===== config.mk =====
export PLATFORM = sky130hd
export DESIGN_NAME = spi_sram_controller
export DESIGN_NICKNAME = d
export VERILOG_FILES = /design/src/rtl/spi_sram_controller_pkg.sv /design/src/rtl/spi_sram_controller_byte_shifter.sv /design/src/rtl/spi_sram_controller.sv
export SDC_FILE = /design/constraint.sdc
export NUM_CORES = 1
export LEC_CHECK = 0
export ABC_AREA = 1
export ABC_CLOCK_PERIOD_IN_PS = 2300
export BUFFER_PORTS_ARGS = -buffer_cell sky130_fd_sc_hd__buf_2
export CORE_MARGIN = 2
export CORE_UTILIZATION = 35
export CTS_CLUSTER_SIZE = 12
export DETAILED_ROUTE_END_ITERATION = 10
export GPL_TIMING_DRIVEN = 0
export PLACE_DENSITY = 0.59
export SYNTH_ARGS = -nofsm -noshare
export SYNTH_HDL_FRONTEND = slang
export SYNTH_SLANG_ARGS = --single-unit
export TNS_END_PERCENT = 30

===== constraint.sdc =====
create_clock -name clk -period 2.3 [get_ports clk]
set_clock_uncertainty 0.15 [all_clocks]
set_input_delay 0.115 -clock clk [delete_from_list [all_inputs] [get_ports clk]]
set_output_delay 0.115 -clock clk [all_outputs]
set_load 0.01 [all_outputs]

===== src/rtl/spi_sram_controller_pkg.sv =====
// Shared types, opcodes and frame construction for the SPI SRAM controller.
package spi_sram_controller_pkg;

   localparam int unsigned DIV_W   = 8;
   localparam int unsigned BYTE_W  = 8;
   localparam int unsigned WORD_W  = 16;
   localparam int unsigned FRAME_W = 40;
   localparam int unsigned IDX_W   = 3;

   localparam logic [BYTE_W-1:0] CMD_READ  = 8'h03;
   localparam logic [BYTE_W-1:0] CMD_WRITE = 8'h02;

   typedef enum logic [2:0] {
      ST_IDLE     = 3'd0,
      ST_CS_SETUP = 3'd1,
      ST_SHIFT    = 3'd2,
      ST_CS_HOLD  = 3'd3,
      ST_DONE     = 3'd4
   } state_e;

   // Latched request: outgoing bytes left-aligned in frame, consumed MSB byte first.
   typedef struct packed {
      logic               we;
      logic [IDX_W-1:0]   n_bytes;
      logic [FRAME_W-1:0] frame;
   } req_t;

   function automatic req_t build_req(input logic              we,
                                      input logic [WORD_W-1:0] addr,
                                      input logic [WORD_W-1:0] data,
                                      input logic [1:0]        mask);
      req_t              r;
      logic [WORD_W-1:0] addr_p1;
      addr_p1 = addr + WORD_W'(1);
      r.we    = we;
      if (!we) begin
         r.n_bytes = IDX_W'(5);
         r.frame   = {CMD_READ, addr, 16'h0000};
      end else if (mask == 2'b11) begin
         r.n_bytes = IDX_W'(5);
         r.frame   = {CMD_WRITE, addr, data[7:0], data[15:8]};
      end else if (mask == 2'b01) begin
         r.n_bytes = IDX_W'(4);
         r.frame   = {CMD_WRITE, addr, data[7:0], 8'h00};
      end else begin
         r.n_bytes = IDX_W'(4);
         r.frame   = {CMD_WRITE, addr_p1, data[15:8], 8'h00};
      end
      return r;
   endfunction

endpackage


===== src/rtl/spi_sram_controller_byte_shifter.sv =====
// Shifts one byte out on MOSI (MSB first) and one byte in from MISO per load, mode 0.
module spi_byte_shifter
   import spi_sram_controller_pkg::*;
#(
   parameter int unsigned CLOCK_DIVIDE = 4
) (
   input  logic              clk,
   input  logic              reset,
   input  logic              load,
   input  logic [BYTE_W-1:0] tx_byte,
   input  logic              miso,
   output logic              sclk,
   output logic              mosi,
   output logic [BYTE_W-1:0] rx_byte,
   output logic              last_cycle_c
);

   localparam logic [DIV_W-1:0] DIV_LAST = DIV_W'(CLOCK_DIVIDE - 1);

   logic              active_q, active_d;
   logic              phase_q, phase_d;
   logic [DIV_W-1:0]  div_q, div_d;
   logic [2:0]        bit_q, bit_d;
   logic [BYTE_W-1:0] tx_q, tx_d;
   logic [BYTE_W-1:0] rx_q, rx_d;
   logic              sclk_q, sclk_d;
   logic              mosi_q, mosi_d;
   logic              div_end;

   assign div_end      = (div_q == DIV_LAST);
   assign last_cycle_c = active_q & phase_q & div_end & (bit_q == 3'd7);
   assign sclk         = sclk_q;
   assign mosi         = mosi_q;
   assign rx_byte      = rx_q;

   // A load always restarts a byte; the controller issues it on the final cycle of the previous one.
   always_comb begin
      active_d = active_q;
      phase_d  = phase_q;
      div_d    = div_q;
      bit_d    = bit_q;
      tx_d     = tx_q;
      rx_d     = rx_q;
      sclk_d   = sclk_q;
      mosi_d   = mosi_q;
      if (load) begin
         active_d = 1'b1;
         phase_d  = 1'b0;
         div_d    = '0;
         bit_d    = 3'd0;
         tx_d     = {tx_byte[6:0], 1'b0};
         mosi_d   = tx_byte[7];
         sclk_d   = 1'b0;
      end else if (active_q) begin
         if (!div_end) begin
            div_d = div_q + DIV_W'(1);
         end else begin
            div_d = '0;
            if (!phase_q) begin
               phase_d = 1'b1;
               sclk_d  = 1'b1;
               rx_d    = {rx_q[6:0], miso};
            end else begin
               phase_d = 1'b0;
               sclk_d  = 1'b0;
               if (bit_q == 3'd7) begin
                  active_d = 1'b0;
                  mosi_d   = 1'b0;
               end else begin
                  bit_d  = bit_q + 3'd1;
                  mosi_d = tx_q[7];
                  tx_d   = {tx_q[6:0], 1'b0};
               end
            end
         end
      end
   end

   always_ff @(posedge clk) begin
      if (!reset) begin
         active_q <= 1'b0;
         phase_q  <= 1'b0;
         div_q    <= '0;
         bit_q    <= 3'd0;
         tx_q     <= '0;
         rx_q     <= '0;
         sclk_q   <= 1'b0;
         mosi_q   <= 1'b0;
      end else begin
         active_q <= active_d;
         phase_q  <= phase_d;
         div_q    <= div_d;
         bit_q    <= bit_d;
         tx_q     <= tx_d;
         rx_q     <= rx_d;
         sclk_q   <= sclk_d;
         mosi_q   <= mosi_d;
      end
   end

endmodule


===== src/rtl/spi_sram_controller.sv =====
// Memory-bus to SPI SRAM bridge: sequences command/address/data bytes through spi_byte_shifter.
module spi_sram_controller
   import spi_sram_controller_pkg::*;
#(
   parameter int unsigned CLOCK_DIVIDE = 4
) (
   input  logic              clk,
   input  logic              reset,
   input  logic              start,
   input  logic              write_enable,
   input  logic [WORD_W-1:0] address,
   input  logic [WORD_W-1:0] data_in,
   input  logic [1:0]        write_mask,
   output logic [WORD_W-1:0] data_out,
   output logic              busy,
   output logic              done,
   output logic              spi_cs_n,
   output logic              spi_clk,
   output logic              spi_mosi,
   input  logic              spi_miso
);

   localparam logic [DIV_W-1:0] DIV_LAST = DIV_W'(CLOCK_DIVIDE - 1);

   state_e            state_q, state_d;
   logic [DIV_W-1:0]  cnt_q, cnt_d;
   req_t              req_q, req_d;
   logic [IDX_W-1:0]  byte_idx_q, byte_idx_d;
   logic [WORD_W-1:0] rd_q, rd_d;
   logic [WORD_W-1:0] data_out_q, data_out_d;
   logic              busy_q, busy_d;
   logic              done_q, done_d;
   logic              cs_n_q, cs_n_d;

   logic              load_c;
   logic [BYTE_W-1:0] tx_byte_c;
   logic              last_cycle_c;
   logic [BYTE_W-1:0] rx_byte;
   logic              cnt_end;

   assign cnt_end  = (cnt_q == DIV_LAST);
   assign data_out = data_out_q;
   assign busy     = busy_q;
   assign done     = done_q;
   assign spi_cs_n = cs_n_q;

   spi_byte_shifter #(
      .CLOCK_DIVIDE (CLOCK_DIVIDE)
   ) u_shifter (
      .clk          (clk),
      .reset        (reset),
      .load         (load_c),
      .tx_byte      (tx_byte_c),
      .miso         (spi_miso),
      .sclk         (spi_clk),
      .mosi         (spi_mosi),
      .rx_byte      (rx_byte),
      .last_cycle_c (last_cycle_c)
   );

   // Next-state, byte sequencing and next values of the registered outputs.
   always_comb begin
      state_d    = state_q;
      cnt_d      = cnt_q;
      req_d      = req_q;
      byte_idx_d = byte_idx_q;
      rd_d       = rd_q;
      data_out_d = data_out_q;
      load_c     = 1'b0;
      tx_byte_c  = req_q.frame[FRAME_W-1 -: BYTE_W];

      unique case (state_q)
         ST_IDLE: begin
            if (start) begin
               if (write_enable && (write_mask == 2'b00)) begin
                  state_d = ST_DONE;
               end else begin
                  req_d   = build_req(write_enable, address, data_in, write_mask);
                  cnt_d   = '0;
                  state_d = ST_CS_SETUP;
               end
            end
         end
         ST_CS_SETUP: begin
            if (cnt_end) begin
               load_c      = 1'b1;
               req_d.frame = {req_q.frame[FRAME_W-BYTE_W-1:0], 8'h00};
               byte_idx_d  = IDX_W'(1);
               cnt_d       = '0;
               state_d     = ST_SHIFT;
            end else begin
               cnt_d = cnt_q + DIV_W'(1);
            end
         end
         ST_SHIFT: begin
            if (last_cycle_c) begin
               // Read data bytes arrive low byte first as frame bytes 4 and 5.
               if (byte_idx_q == IDX_W'(4)) rd_d[7:0]  = rx_byte;
               if (byte_idx_q == IDX_W'(5)) rd_d[15:8] = rx_byte;
               if (byte_idx_q == req_q.n_bytes) begin
                  cnt_d   = '0;
                  state_d = ST_CS_HOLD;
               end else begin
                  load_c      = 1'b1;
                  req_d.frame = {req_q.frame[FRAME_W-BYTE_W-1:0], 8'h00};
                  byte_idx_d  = byte_idx_q + IDX_W'(1);
               end
            end
         end
         ST_CS_HOLD: begin
            if (cnt_end) begin
               state_d = ST_DONE;
               if (!req_q.we) data_out_d = rd_q;
            end else begin
               cnt_d = cnt_q + DIV_W'(1);
            end
         end
         ST_DONE: begin
            state_d = ST_IDLE;
         end
         default: begin
            state_d = ST_IDLE;
         end
      endcase

      busy_d = (state_d != ST_IDLE);
      done_d = (state_d == ST_DONE);
      cs_n_d = !((state_d == ST_CS_SETUP) || (state_d == ST_SHIFT) || (state_d == ST_CS_HOLD));
   end

   always_ff @(posedge clk) begin
      if (!reset) begin
         state_q    <= ST_IDLE;
         cnt_q      <= '0;
         req_q      <= '0;
         byte_idx_q <= '0;
         rd_q       <= '0;
         data_out_q <= '0;
         busy_q     <= 1'b0;
         done_q     <= 1'b0;
         cs_n_q     <= 1'b1;
      end else begin
         state_q    <= state_d;
         cnt_q      <= cnt_d;
         req_q      <= req_d;
         byte_idx_q <= byte_idx_d;
         rd_q       <= rd_d;
         data_out_q <= data_out_d;
         busy_q     <= busy_d;
         done_q     <= done_d;
         cs_n_q     <= cs_n_d;
      end
   end

endmodule


==> flow_summary.rst, run 1 <==
.. list-table::
   :header-rows: 1

   * - Metric
     - Value
   * - Detailed Route Iter0 Violations
     - 268
   * - Summed instance area of the synthesized netlist
     - 0.005812 sq mm
   * - Gate count after technology mapping
     - 852
   * - Root buf cell
     - sky130_fd_sc_hd__clkbuf_16
   * - Run status
     - finished clean
   * - Number of core rows
     - 47
   * - Largest driver fanout on the critical path
     - 10
   * - Kind of launch point of the worst setup path
     - register
   * - Number of nets produced by synthesis
     - 899
   * - Number of maximum-capacitance violations
     - 0
   * - Number of enable-type register cells in the synthesized netlist
     - 0
   * - Nature of the critical path endpoint
     - register
   * - Register bit total from synthesis
     - 121
   * - Antenna violation net count after detailed routing
     - 0
   * - Multi-input combinational cell area
     - 0.002909 sq mm
   * - Critical path arrival
     - 2.22 ns
   * - Fin crit share
     - 0.9003
   * - # DRC
     - 0
   * - Clock Latency Late Sink
     - 0.42 ns
   * - Filler-free cell count of the finished design
     - 1180
   * - Fillcell total
     - 1708
   * - Total routing resource utilization after global routing
     - 0.1760
   * - Overall power
     - 6.306 mW
   * - Core footprint
     - 0.01641 sq mm
   * - HPWL after detailed placement
     - 10720 um
   * - Wire length reported by the detailed router
     - 14830 um
   * - Data required time of the worst path
     - 2.45 ns
   * - Antenna cell count
     - 0
   * - Warnings, synthesis
     - 0
   * - Reg clk slew, reported paths
     - 0.05 ns
   * - Startpoint-to-endpoint class of the critical path
     - reg -> reg
   * - Endpoints failing setup
     - 0
   * - Number of cells traversed by the worst hold path
     - 5
   * - Tightest Pin Transition
     - 0.6798 ns
   * - TritonCTS sink count
     - 121
   * - Final slew viol count
     - 0
   * - Portion of the post-synthesis area used by sequential elements
     - 0.4168
   * - Minimum clock period after layout
     - 2.071 ns
   * - Remaining global-route overflow
     - 0
   * - Number of antenna violations at the first check in global routing
     - 0
   * - Async SR Flop Fraction
     - 0
   * - Net count reported at finish
     - 995
   * - Count of buffers from port buffering
     - 59
   * - Number of buffers created by CTS
     - 17
   * - Number of vias per cell
     - 4.692
   * - Die outline height
     - 132.9 um
   * - DR WL/cell
     - 12.57 um
   * - Clock tree from TritonCTS
     - built
   * - VDD IR-drop max
     - 573.2 uV
   * - Number of cells traversed by the worst register-to-register path
     - 9
   * - First-pass GRT wire length
     - 24930 um
   * - Area taken by flip-flops and latches
     - 0.002422 sq mm
   * - Area growth syn-to-layout
     - 23.10%
   * - Starting Density
     - 0.3542
   * - Number of global-route vias before repair
     - 5206
   * - H-tree levels
     - 4
   * - FMAX
     - 0.4829 GHz
   * - Number of placed instances with taps included
     - 1131
   * - Horizontal die dimension
     - 132.9 um
   * - Total via count after detailed routing
     - 5536
   * - Slew HR
     - 0.5468
   * - Routability cong.
     - 0.8279
   * - Most frequently used flop master after synthesis
     - sky130_fd_sc_hd__dfxtp_1
   * - Avg Cell Area, Syn
     - 6.821 sq um
   * - Count of unique library cells instantiated by Yosys
     - 38
   * - Max clock buf depth
     - 2
   * - Die ar.
     - 0.01765 sq mm
   * - Leakage dissipation
     - 3.233 nW
   * - Type of the tightest min-delay check
     - in -> reg
   * - Largest net degree at the start of global routing
     - 17
   * - Count of endpoints failing hold in the final timing report
     - 0
   * - I/O pin cnt
     - 60
   * - Cell Pwr Density
     - 881.5 mW/mm^2
   * - Number of optimization iterations in the first detailed-route pass
     - 7
   * - Fraction of final layout cells with drive strength greater than 1
     - 0.1396
[area by class of cell]
type / instances / share of cell area
plain buffers: 32 / 0.02274
repair buffers: 77 / 0.06541
clock buffers: 24 / 0.07153
well taps: 220 / 0.03847
multi-input cells: 609 / 0.4066
flip-flops and latches: 121 / 0.3386
inverters: 90 / 0.04757
clock inverters: 7 / 0.009094
[per-stage QoR]
step | hold WS (ns) | utilization | area, sq um | setup WS, ns | TNS, ns
2_1_floorplan | 0.09992 | - | 5812 | 0.4592 | 0
3_3_place_gp | 0.2195 | 0.3890 | 6382 | 0.1203 | 0
3_5_place_dp | 0.2267 | 0.3890 | 6382 | 0.09825 | 0
4_1_cts | 0.005187 | 0.4333 | 7109 | 0.08364 | 0
5_1_grt | 0.05199 | 0.4361 | 7154 | -0.0002167 | -0.0002167
6_report | 0.01878 | 0.4361 | 7154 | 0.2292 | 0
[cells in the final DEF, fill, tap and decap left out, types with 6 or more instances in the layout]
cell	count
sky130_fd_sc_hd__nand3_1	41
sky130_fd_sc_hd__clkbuf_16	17
sky130_fd_sc_hd__clkbuf_1	16
sky130_fd_sc_hd__nand2_1	184
sky130_fd_sc_hd__nand4_1	8
sky130_fd_sc_hd__buf_2	69
sky130_fd_sc_hd__nor3_1	9
sky130_fd_sc_hd__xor2_1	9
sky130_fd_sc_hd__dlygate4sd3_1	15
sky130_fd_sc_hd__o21ai_1	6
sky130_fd_sc_hd__dfxtp_1	121
sky130_fd_sc_hd__buf_4	6
sky130_fd_sc_hd__a21oi_1	63
sky130_fd_sc_hd__inv_1	84
sky130_fd_sc_hd__nor2_1	153
sky130_fd_sc_hd__clkbuf_8	6
sky130_fd_sc_hd__o21ai_0	73
sky130_fd_sc_hd__a211oi_1	16
sky130_fd_sc_hd__ha_1	7
[layer usage]
layer,wire length (um),GRT usage,vias to the layer above
li1,-,-,2958
met1,7086,0.2213,2475
met2,6976,0.2959,85
met3,542,0.03985,18
met4,225,0.06272,0
met5,0,0,-
[worst paths after layout]
check	to	startpoint	slack [ns]
worst max-delay path	u_shifter.div_q[7]	u_shifter.div_q[1]	0.23
worst min-delay path	req_q[12]	data_in[4]	0.02
worst max register to register	u_shifter.div_q[7]	u_shifter.div_q[1]	0.23
worst min register to register	data_out[10]	data_out[10]	0.30
[flip-flops by register name, indices dropped and copies added (netlist names), 3 cells and up]
register           flops
u_shifter.div_q        8
u_shifter.bit_q        3
state_q                3
byte_idx_q             3
req_q                 43
u_shifter.tx_q         7
data_out              16
rd_q                  16
u_shifter.rx_byte      8
cnt_q                  8
[Yosys cell counts, types with 3 or more instances]
| master | n | area share |
|---|---|---|
| sky130_fd_sc_hd__inv_1 | 84 | 0.054 |
| sky130_fd_sc_hd__nand2_2 | 3 | 0.0032 |
| sky130_fd_sc_hd__a31oi_1 | 3 | 0.0032 |
| sky130_fd_sc_hd__nor2_2 | 4 | 0.0043 |
| sky130_fd_sc_hd__a211oi_1 | 16 | 0.021 |
| sky130_fd_sc_hd__nand4_1 | 8 | 0.0086 |
| sky130_fd_sc_hd__a21oi_1 | 63 | 0.054 |
| sky130_fd_sc_hd__ha_1 | 8 | 0.017 |
| sky130_fd_sc_hd__o21bai_1 | 5 | 0.0065 |
| sky130_fd_sc_hd__nand2_1 | 184 | 0.12 |
| sky130_fd_sc_hd__clkbuf_1 | 15 | 0.0097 |
| sky130_fd_sc_hd__buf_4 | 3 | 0.0039 |
| sky130_fd_sc_hd__nor2_1 | 154 | 0.099 |
| sky130_fd_sc_hd__nor3_1 | 9 | 0.0077 |
| sky130_fd_sc_hd__buf_2 | 11 | 0.0095 |
| sky130_fd_sc_hd__nand3_1 | 42 | 0.036 |
| sky130_fd_sc_hd__o21ai_1 | 6 | 0.0052 |
| sky130_fd_sc_hd__o21ai_0 | 73 | 0.063 |
| sky130_fd_sc_hd__dfxtp_1 | 121 | 0.42 |
| sky130_fd_sc_hd__or2_2 | 3 | 0.0032 |
| sky130_fd_sc_hd__xor2_1 | 9 | 0.014 |
| sky130_fd_sc_hd__inv_2 | 3 | 0.0019 |
[cells by family (layout without fill, tap and decap cells)]
family                     count (synthesis)  after routing  share of synthesized area
DFF                                      121            121                     0.4168
and+or+nand+nor                          417            417                     0.3012
xor gates and xnor gates                  11             11                    0.01658
buffers and inverters                    122            230                    0.08611
AOI/OAI and AO/OA                        173            173                     0.1621
adders and majority gates                  8              8                    0.01722
[timing repair]
item                                    CTS  global route
endpoints found under the setup margin    0            42
resized for setup                         0             5
hold buffers                             15             0
hold endpoints to repair                 20             0
setup buffers                             0             3
[power by group]
| group | total (mW) | switching [mW] | internal [mW] |
|---|---|---|---|
| clock | 2.56 | 0.916 | 1.64 |
| combinational | 1.31 | 0.841 | 0.465 |
| sequential | 2.44 | 0.118 | 2.32 |
[critical path, cell delays in order (launching register included)]
cell	delay, ns
sky130_fd_sc_hd__dfxtp_1	0.37
sky130_fd_sc_hd__ha_1	0.21
sky130_fd_sc_hd__nand2_1	0.10
sky130_fd_sc_hd__nor2_4	0.18
sky130_fd_sc_hd__nand3_2	0.16
sky130_fd_sc_hd__nor2_2	0.28
sky130_fd_sc_hd__nor2_4	0.11
sky130_fd_sc_hd__nand2_1	0.09
sky130_fd_sc_hd__buf_2	0.24
sky130_fd_sc_hd__nor3b_1	0.07
(Power assumes the default switching activity.)
==> run 2: changes to the inputs <==
ABC_CLOCK_PERIOD_IN_PS = 2440   (was 2300)
RECOVER_POWER = 25   (was default)
REMOVE_ABC_BUFFERS = 1   (was default)
clock period = 2.44 ns   (was 2.3 ns; I/O delays follow)
==> flow_summary.rst, run 2 (synthesis results as in run 1) <==
.. list-table::
   :header-rows: 1

   * - Metric
     - Value
   * - Run status
     - finished clean
   * - Detailed Route Iter0 Violations
     - 357 (+33%)
   * - Largest net degree at the start of global routing
     - 67 (+50)
   * - Starting Density
     - 0.3542 (unchanged)
   * - Startpoint-to-endpoint class of the critical path
     - reg -> reg
   * - Root buf cell
     - sky130_fd_sc_hd__clkbuf_16
   * - Largest driver fanout on the critical path
     - 35 (+25)
   * - Final slew viol count
     - 0 (unchanged)
   * - Remaining global-route overflow
     - 0 (unchanged)
   * - Area taken by flip-flops and latches
     - 0.002422 sq mm (unchanged)
   * - Setup crit start
     - state_q[0]
   * - Count of endpoints failing hold in the final timing report
     - 0 (unchanged)
   * - VDD IR-drop max
     - 486.6 uV (-15%)
   * - Number of cells traversed by the worst register-to-register path
     - 7 (-2)
   * - Number of buffers created by CTS
     - 17 (unchanged)
   * - Cell Pwr Density
     - 851.8 mW/mm^2 (-3.4%)
   * - Number of optimization iterations in the first detailed-route pass
     - 5 (-2)
   * - TritonCTS sink count
     - 121 (unchanged)
   * - Number of global-route vias before repair
     - 5042 (-3.2%)
   * - Worst slack after detailed placement
     - -0.6475 ns (-0.7458 ns)
   * - Number of maximum-capacitance violations
     - 0 (unchanged)
   * - Max clock buf depth
     - 2 (unchanged)
   * - Type of the tightest min-delay check
     - in -> reg
   * - Die outline height
     - 132.9 um (unchanged)
   * - Total via count after detailed routing
     - 5551 (+0.27%)
   * - RSZ-0062 raised after global routing
     - yes
   * - Area growth syn-to-layout
     - 22.00%
   * - H-tree levels
     - 4 (unchanged)
   * - I/O pin cnt
     - 60 (unchanged)
   * - Die ar.
     - 0.01765 sq mm (unchanged)
   * - Number of vias per cell
     - 4.794 (+2.2%)
   * - Worst-case setup margin in the final layout
     - 0.1586 ns (-0.07060 ns)
   * - Tightest Pin Transition
     - 1.183 ns (+0.5035 ns)
   * - Critical path arrival
     - 2.39 ns (+0.17 ns)
   * - Clock tree from TritonCTS
     - built
   * - # DRC
     - 0 (unchanged)
   * - Nature of the critical path endpoint
     - register
   * - Core footprint
     - 0.01641 sq mm (unchanged)
   * - FMAX
     - 0.4383 GHz (-9.2%)
   * - Reg with most FFs
     - req_q
   * - Commonest cells after routing, fill and taps aside
     - sky130_fd_sc_hd__nand2_1 (184), sky130_fd_sc_hd__nor2_1 (154), sky130_fd_sc_hd__dfxtp_1 (121)
   * - Number of core rows
     - 47 (unchanged)
   * - Kind of launch point of the worst setup path
     - register
   * - Reg-to-Reg Start
     - state_q[0]
   * - Fraction of final layout cells with drive strength greater than 1
     - 0.1077 (-0.03191)
   * - Routability cong.
     - 0.8359 (+0.97%)
   * - R2R Setup Slk
     - 0.16 ns (-0.07 ns)
   * - Horizontal die dimension
     - 132.9 um (unchanged)
   * - DR WL/cell
     - 12.34 um (-1.8%)
   * - Leakage dissipation
     - 3.097 nW (-4.2%)
   * - Antenna cell count
     - 0 (unchanged)
   * - Most common cell after layout, fill and taps aside
     - sky130_fd_sc_hd__nand2_1
   * - Count of buffers from port buffering
     - 59 (unchanged)
   * - First-pass GRT wire length
     - 23490 um (-5.8%)
   * - Clock Latency Late Sink
     - 0.42 ns (about the same)
   * - Fin crit share
     - 0.9350 (+0.03465)
   * - Data required time of the worst path
     - 2.55 ns (+0.10 ns)
   * - Setup Total Neg Slack
     - 0 ns (unchanged)
   * - Number of flip-flops in the largest register
     - 43 (unchanged)
   * - Fillcell total
     - 1717 (+0.53%)
   * - Reg-to-reg critical path endpoint
     - req_q[28]
   * - HPWL after detailed placement
     - 8700 um (-19%)
   * - Multi-input combinational cell area
     - 0.002959 sq mm (+1.7%)
   * - Antenna violation net count after detailed routing
     - 0 (unchanged)
   * - Wire length reported by the detailed router
     - 14290 um (-3.7%)
   * - Net count reported at finish
     - 972 (-2.3%)
   * - Worst setup path end
     - req_q[28]
   * - Total routing resource utilization after global routing
     - 0.1631 (-0.01287)
   * - Number of antenna violations at the first check in global routing
     - 0 (unchanged)
   * - Minimum clock period after layout
     - 2.281 ns (+0.2106 ns)
   * - Reg clk slew, reported paths
     - 0.06 ns (about the same)
   * - Slew HR
     - 0.2111 (-0.3357)
   * - Endpoints failing setup
     - 0 (unchanged)
## run 2: critical path, stage by stage (launching register included)
cell and delay [ns]:
sky130_fd_sc_hd__dfxtp_1 0.33, sky130_fd_sc_hd__nor2_1 0.18, sky130_fd_sc_hd__nand2_1 0.16, sky130_fd_sc_hd__nand2_4 0.35, sky130_fd_sc_hd__inv_1 0.36, sky130_fd_sc_hd__or2_2 0.37, sky130_fd_sc_hd__nand3_1 0.13, sky130_fd_sc_hd__a21oi_1 0.08
## run 2: where the power goes
part           internal [mW]  leakage [nW]  switching [mW]  total, mW
logic                  0.415          1.82           0.838       1.25
registers               2.19         0.983          0.0994       2.29
clock network           1.58         0.289           0.919       2.50
total                   4.18          3.10            1.86       6.04
## run 2: cell type report
class / instances / area share
Inverter: 90 / 0.04800
Multi-Input combinational cell: 613 / 0.4173
Clock buffer: 21 / 0.06635
Sequential cell: 121 / 0.3416
Tap cell: 220 / 0.03882
Clock inverter: 11 / 0.01712
Timing Repair Buffer: 82 / 0.07076
## run 2: per-layer routing
layer  share of wire  GRT usage  up-vias
met2            0.47     0.2809       99
li1                -          -     2909
met1            0.47     0.1946     2518
met3           0.038    0.04100       25
met5               0          0        -
met4           0.017    0.06452        0
## run 2: worst min-delay path by stage
stage / cells after the start / end / slack (ns) / start
floorplan: 1 / spi_cs_n / 0.04 / reset
detailed placement: 3 / u_shifter.rx_byte[0] / 0.21 / spi_miso
global placement: 3 / u_shifter.rx_byte[0] / 0.21 / spi_miso
CTS: 5 / req_q[15] / 0.003 / data_in[7]
global route: 6 / req_q[31] / 0.05 / address[15]
finish: 5 / req_q[11] / 0.02 / data_in[3]
## run 2: through the flow
| step | power, mW | instances | area, sq um | hold slack (ns) | util |
|---|---|---|---|---|---|
| floorplan | 3.065 | 820 | 5652 | 0.04199 | - |
| global placement | 3.370 | 1099 | 6222 | 0.2139 | 0.3792 |
| detailed placement | 3.371 | 1099 | 6222 | 0.2116 | 0.3792 |
| CTS | 5.938 | 1151 | 7028 | 0.002695 | 0.4284 |
| global route | 6.359 | 1158 | 7091 | 0.04720 | 0.4322 |
| finish | 6.040 | 1158 | 7091 | 0.01729 | 0.4322 |
## run 2: repair_timing
| action | 4_1_cts | 5_1_grt |
|---|---|---|
| setup buffers | 0 | 4 |
| pin swaps | 1 | 2 |
| gates resized for setup | 3 | 3 |
| cloned | 1 | 3 |
| hold buffers | 19 | 0 |
| endpoints found under the setup margin | 55 | 54 |
| hold endpoints to repair | 21 | 0 |
